[config.mk]
export PLATFORM = sky130hd
export DESIGN_NAME = pwm_meas
export DESIGN_NICKNAME = d
export VERILOG_FILES = /design/src/rtl/pwm_meas.sv
export SDC_FILE = /design/constraint.sdc
export NUM_CORES = 1
export LEC_CHECK = 0
export CAP_MARGIN = 25
export CORE_MARGIN = 10
export CORE_UTILIZATION = 54
export DETAILED_ROUTE_END_ITERATION = 12
export GPL_TIMING_DRIVEN = 0
export PLACE_DENSITY = 0.81
export SLEW_MARGIN = 20
export SYNTH_ARGS = -nofsm -noshare
export SYNTH_HDL_FRONTEND = slang
export SYNTH_SLANG_ARGS = --single-unit
[constraint.sdc]
create_clock -name clk -period 1.9 [get_ports clk]
set_input_delay 0.38 -clock clk [delete_from_list [all_inputs] [get_ports clk]]
set_output_delay 0.38 -clock clk [all_outputs]
set_load 0.005 [all_outputs]
[src/rtl/pwm_meas.sv]
// PWM duty recovery: times high and period lengths of a 2^W-clock PWM stream and reports duty, bad periods and stuck-low.
// Optional continuous-high reporting is compiled in with PWM_MEAS_STUCK_HI_EN.
module pwm_meas #(
  parameter int W = 11
) (
  input  logic         clk,
  input  logic         rst,
  input  logic         pwm_in,
  output logic [W-1:0] duty,
  output logic         valid,
  output logic         period_err,
  output logic         stuck_lo
);

  localparam int CW = W + 1;
  localparam logic [CW-1:0] ONE     = {{(CW-1){1'b0}}, 1'b1};
  localparam logic [CW-1:0] FULL    = {1'b1, {W{1'b0}}};
  localparam logic [CW-1:0] CNT_MAX = {CW{1'b1}};

  localparam logic [1:0] SYNC = 2'd0;
  localparam logic [1:0] HIGH = 2'd1;
  localparam logic [1:0] LOW  = 2'd2;

  logic          s1_q, s2_q, s3_q;
  logic [1:0]    state_q, state_d;
  logic [CW-1:0] period_q, period_d;
  logic [CW-1:0] high_q, high_d;
  logic [CW-1:0] low_q, low_d;
  logic [W-1:0]  duty_q, duty_d;
  logic          valid_q, valid_d;
  logic          perr_q, perr_d;
  logic          stuck_q, stuck_d;
  logic          rise, fall;
  logic [CW-1:0] high_m1;

  assign rise    = s2_q & ~s3_q;
  assign fall    = ~s2_q & s3_q;
  assign high_m1 = high_q - ONE;

  // Counters stick at all-ones so a very long phase can never alias to a good period.
  function automatic logic [CW-1:0] sat_inc(input logic [CW-1:0] v);
    return (v == CNT_MAX) ? v : v + ONE;
  endfunction

  always_comb begin
    state_d  = state_q;
    period_d = period_q;
    high_d   = high_q;
    low_d    = low_q;
    duty_d   = duty_q;
    valid_d  = 1'b0;
    perr_d   = 1'b0;
    stuck_d  = stuck_q;
    case (state_q)
      SYNC: begin
        if (rise) begin
          state_d  = HIGH;
          period_d = ONE;
          high_d   = ONE;
          stuck_d  = 1'b0;
        end
      end
      HIGH: begin
        if (fall) begin
          state_d  = LOW;
          low_d    = ONE;
          period_d = sat_inc(period_q);
        end
`ifdef PWM_MEAS_STUCK_HI_EN
        else if (high_q == FULL) begin
          duty_d   = {W{1'b1}};
          valid_d  = 1'b1;
          period_d = ONE;
          high_d   = ONE;
        end
`endif
        else begin
          period_d = sat_inc(period_q);
          high_d   = sat_inc(high_q);
        end
      end
      LOW: begin
        // Edge handling has priority over the stuck-low threshold.
        if (rise) begin
          if (period_q == FULL) begin
            duty_d  = high_m1[W-1:0];
            valid_d = 1'b1;
          end else begin
            perr_d  = 1'b1;
          end
          state_d  = HIGH;
          period_d = ONE;
          high_d   = ONE;
        end else if (low_q == FULL) begin
          stuck_d = 1'b1;
          state_d = SYNC;
        end else begin
          period_d = sat_inc(period_q);
          low_d    = sat_inc(low_q);
        end
      end
      default: state_d = SYNC;
    endcase
  end

  always_ff @(posedge clk or posedge rst) begin
    if (rst) begin
      s1_q     <= 1'b0;
      s2_q     <= 1'b0;
      s3_q     <= 1'b0;
      state_q  <= SYNC;
      period_q <= '0;
      high_q   <= '0;
      low_q    <= '0;
      duty_q   <= '0;
      valid_q  <= 1'b0;
      perr_q   <= 1'b0;
      stuck_q  <= 1'b0;
    end else begin
      s1_q     <= pwm_in;
      s2_q     <= s1_q;
      s3_q     <= s2_q;
      state_q  <= state_d;
      period_q <= period_d;
      high_q   <= high_d;
      low_q    <= low_d;
      duty_q   <= duty_d;
      valid_q  <= valid_d;
      perr_q   <= perr_d;
      stuck_q  <= stuck_d;
    end
  end

  assign duty       = duty_q;
  assign valid      = valid_q;
  assign period_err = perr_q;
  assign stuck_lo   = stuck_q;

endmodule

# Word level (Yosys, flattened, before mapping)
# Index checks and enable logic that the tools add are counted.
# W data, S select, Z words.
[word_totals] out_inout_bits=14 inputBits=3 register_bits=55 word_cells=77 latch_bits=0 mem_bits_rw=0 mem_count=0 mem_bits_ro=0
[op_classes] n_mul=0 shifts=0 muxes=28 n_reduce_logical=12 eq_ne=18 n_addsub=4 div_mod_pow=0 n_lt_le_gt_ge=0 n_bitwise=4
[op_table] operator="$mux W12" n=10
[op_table] operator="$eq A12 B12 Y1 const B" n=5
[op_table] operator="$pmux W12 S2" n=2
[op_table] operator="$add A12 B1 Y12 const B" n=3
[op_table] operator="$pmux W12 S3" n=1
[op_table] operator="$ne A2 B2 Y1 const B" n=8
[op_table] operator="$sub A11 B1 Y11 const B" n=1
[op_table] operator="$mux W1" n=9
[op_table] operator="$reduce_and A3 Y1" n=3
[op_table] operator="$mux W2" n=4
[op_table] operator="$reduce_and A4 Y1" n=2
[op_table] operator="$ne A3 B3 Y1 const B" n=2
[op_table] operator="$pmux W2 S3" n=1
[op_table] operator="$reduce_bool A2 Y1" n=3
[op_table] operator="$reduce_and A5 Y1" n=1
[op_table] operator="$reduce_bool A3 Y1" n=1
[op_table] operator="$and A1 B1 Y1" n=2
[op_table] operator="$eq A2 B1 Y1 const B" n=1
[op_table] operator="$eq A2 B2 Y1 const B" n=1
[op_table] operator="$logic_not A2 Y1" n=1
[op_table] operator="$ne A2 B1 Y1 const B" n=1
[op_table] operator="$not A1 Y1" n=2
[op_table] operator="$pmux W1 S2" n=1
[op_table] operator="$reduce_or A2 Y1" n=1

# Longest topological paths before layout
[depth] depth_word=5 depth_mapped=9 ltp_nobuf=7

# Worst setup path before layout
# Ideal clock, no wire load.
[synth_timing] path_type="register -> register" startpoint="register state_q[0]" endpoint="register high_q[9]" required_time_ps=1817 setup_ps=83 path_stages_with_launch=9 period_less_slack_ps=2016 arrival_time_ps=1934 n_path_buf=2 setup_slack_ps=-116 path_cell_list="dfrtp_1 -> inv_1 -> ha_1 -> or2_1 -> clkbuf_2 -> a311o_1 -> buf_2 -> or3_1 -> o21ai_0"
[synth_between] elab_chain_cells=4 word_cells_on_any_way=10
[synth_lines] item="start, declared" line="25" rtl="logic [1:0] state_q, state_d;"
[synth_lines] item="start signal, assigned" line="123" rtl="state_q <= state_d;"
[synth_lines] item="$eq A2 B2 Y1 / $logic_not A2 Y1 (equally long branches)" line="54" rtl="case (state_q)"
[synth_lines] item="$reduce_or A2 Y1 (no line)"
[synth_lines] item="$ne A2 B1 Y1 (no line) / $reduce_bool A2 Y1 (equally long branches)"
[synth_lines] item="$reduce_and A4 Y1 (no line)"
[synth_lines] item="end signal, assigned" line="125" rtl="high_q <= high_d;"
[synth_lines] item="end, declared" line="27" rtl="logic [CW-1:0] high_q, high_d;"
# Several ways; a longest one is shown, not always the timed one.
# A chain may end at the register's enable or synchronous reset.

# Worst setup path in the final report
[layout_timing] startpoint="register state_q[1]" endpoint="register high_q[9]"
# Same word-level chain as after synthesis.

==> impl_metrics.toml <==
[placed_design]
dp_cells = 440
pre_cts_ws_ns = -0.1288
port_buffers = 16
dpl.hpwl_um = 4683
gp_congestion = 0.8954

[layout]
diodes = 0
drive_gt1_share_pct = 21.55
fin_cells = 471
fill_cells = 433
fin_nets = 412
syn_to_final_growth_pct = 21.91

[global_route]
grt_pass1_vias = 2565
grt_max_degree = 56
grt_usage_pct = 14.43
overflow = 0
grt_pass1_wl_um = 12080
antenna_found_initial = 0

[sta]
hold_slack_ns = 0.3548
fmax_mhz = 515.2
fin_skew_ns = 0.01489
period_needed_ns = 1.941
fin_crit_sh_pct = 102.2
slew_viol_final = 0
slew_headroom_pct = 54.96
finalHoldViolations = 0
grt_setup_unrepaired = "true"
worstMarginPinSlew_ns = 0.6756
setup_viol = 1
setup_slack_ns = -0.04089

[floorplan]
core_area_um2 = 5608
die-area_um2 = 9333
die_height_um = 96.61
rows = 27
die_w_um = 96.61
initial_core_util_pct = 56.51
ios = 17

[synth]
synth_cell_types = 59
async_flop_share_pct = 100.0
yosysWarnings = 0
synth-seq-cells = 55
syn_nets = 366
syn_area_um2 = 3169
synth-seq-area-share_pct = 43.43
synth_edf_count = 0
ys_dominant_reg_cell = "dfrtp_1"
postSynthCellCount = 352
syn_avg_cell_area_um2 = 9.004

[setup_path]
crit_family = "simple AND/OR/NAND/NOR gates"
path_max_fanout = 7
critPathSlowestCell = "dfrtp_2"
crit_path_end_kind = "flip-flop"
worst_setup_path_start_kind = "flip-flop"
arrival_ns = 2.18
path_cells = "buf_12 -> ha_4 -> or2_4 -> a311o_1 -> buf_6 -> or3_1 -> o21ai_1"
cp.required_ns = 2.14
path_buf_inv = 2
slowest_delay_ns = 0.46
critical_path_class = "reg -> reg"

[cts]
cts_buffer_depth = 2
insertion_delay_ns = 0.32
ctsHoldBuffers = 0
cts_sinks = 55
ctsRootBufferMaster = "clkbuf_8"
htree_num_levels = 2
tritoncts.num_buffers = 5
cts_tree = "yes"
clk_pin_slew_worst_paths_ns = 0.10

[status]
failed_checks = "negative setup slack"
outcome = "complete, but fails checks"

[power_and_ir_drop]
p_leak_nw = 1.679
powerDensity_nw_per_um2 = 934.0
vdd_drop_max_mv = 0.5169

[detailed_routing]
drt-pass1-iter-count = 5
drc = 0
drt_iter0_drc = 183
ant_nets = 0
wire_per_inst_um = 15.04
drt_wl_total_um = 7082
via_per_inst = 5.998
vias = 2825

[job]
maxCapViolCount = 0

[hold_path]
hold_path.class = "reg -> reg"
## state kept, by name, indices dropped and copies added, names as in the netlist, 2 cells and up
signal / cells
duty: 11
low_q: 12
high_q: 12
period_q: 12
state_q: 2
## routing by layer
| layer | GRT usage [%] | routed length [um] | up-vias |
|---|---|---|---|
| li1 | - | - | 1353 |
| met1 | 18.89 | 3205 | 1386 |
| met2 | 23.01 | 3387 | 75 |
| met3 | 3.265 | 395 | 11 |
| met5 | 0 | 0 | - |
| met4 | 4.397 | 93 | 0 |
## placed cells by master, fill, tap and decap left out, types with 6 or more instances in the layout
cell and count:
a31oi_1 6, a21oi_1 15, o21ai_1 8, xor2_1 12
and3_1 7, buf_2 7, nand3_1 13, buf_4 29
inv_1 10, clkdlybuf4s50_1 16, nand2_1 38, ha_1 7
clkbuf_8 6, and4_1 7, dfrtp_1 51, nand4_1 11
nor2_1 23, and2_1 7, o21ai_0 25
## power by group
part / total, mW / switching [mW] / leakage (nW) / internal, mW
registers: 1.39 / 0.124 / 0.742 / 1.27
logic: 1.55 / 0.789 / 0.888 / 0.763
clock network: 0.667 / 0.372 / 0.0482 / 0.295
total: 3.61 / 1.29 / 1.68 / 2.32
## cells by family (layout without fill, tap and decap cells)
kind of cell | count (synthesis) | after routing | share of synthesized area, %
buf+inv | 35 | 82 | 4.579
compound gates | 86 | 86 | 17.21
fa+ha+maj | 11 | 11 | 4.343
flops | 55 | 55 | 43.43
simple gates | 147 | 147 | 25.42
xor+xnor | 17 | 17 | 4.698
mux | 1 | 1 | 0.3158
## path summary, 6_finish.rpt
| check | start | slack (ns) | to | depth (start not counted) |
|---|---|---|---|---|
| setup / recovery | state_q[1] | -0.04 | high_q[9] | 7 |
| hold / removal | s1_q | 0.35 | s2_q | 0 |
| setup reg to reg | state_q[1] | -0.04 | high_q[9] | 7 |
| hold reg to reg | s1_q | 0.35 | s2_q | 0 |
| max in group asynchronous | rst | 0.89 | high_q[1] | 2 |
| min in group asynchronous | rst | 0.51 | low_q[2] | 2 |
## what timing repair did
item	4_1_cts	5_1_grt
endpoints found under the setup margin	26	44
gates resized for setup	9	32
pin swaps	5	5
buffers inserted	16	12
## worst reg2reg max path, delay by kind of cell, from the launching register on
family          cells  cell delay [ns]
simple gates        2             0.58
flops               1             0.46
compound gates      2             0.41
fa+ha+maj           1             0.15
buf+inv             2             0.28
## metrics by stage
step                total power, mW  util [%]  TNS [ns]  instance area, um^2
finish                        3.609     68.90  -0.04089                 3864
global route                  3.851     68.90   -0.1887                 3864
CTS                           3.374     66.27  -0.02309                 3716
detailed placement            2.564     61.83    -1.725                 3467
global placement              2.538     61.78    -46.94                 3465
floorplan                     2.316         -  -0.01144                 3214
## final cells by class
cell class,instances,area (um^2),share of cell area (%)
plain buffers,16,91.34,2.364
clock inverters,1,5.005,0.1295
inverters,14,57.56,1.490
flip-flops and latches,55,1381,35.75
repair buffers,44,382.9,9.909
clock buffers,7,86.33,2.234
multi-input cells,262,1769,45.79
well taps,72,90.09,2.332
## Yosys cell counts (2+ instances only)
cell	number	share of area [%]
nor2_1	25	3.0
o31ai_1	5	1.2
nand4_1	11	2.2
or3_1	2	0.39
o22a_1	3	0.83
nor3_1	5	0.79
nand3b_1	4	0.95
nand2b_1	6	1.2
dfrtp_1	55	43
o41ai_1	2	0.55
a41oi_1	2	0.55
a22oi_1	2	0.47
a31oi_1	6	1.2
and4_1	7	1.9
inv_1	13	1.5
a31o_2	3	0.83
nor3b_1	2	0.47
nor4_2	2	0.79
or4_1	3	0.71
nand2_1	39	4.6
clkbuf_1	9	1.1
nand3_1	15	2.4
xnor2_1	5	1.4
and3_1	7	1.4
a21oi_1	16	2.5
o221ai_1	2	0.55
and2_1	7	1.4
o21ai_1	2	0.32
o21ai_0	32	5.1
ha_1	11	4.3
buf_2	10	1.6
xor2_1	12	3.3
No activity file was read; power rests on OpenSTA's default activity.
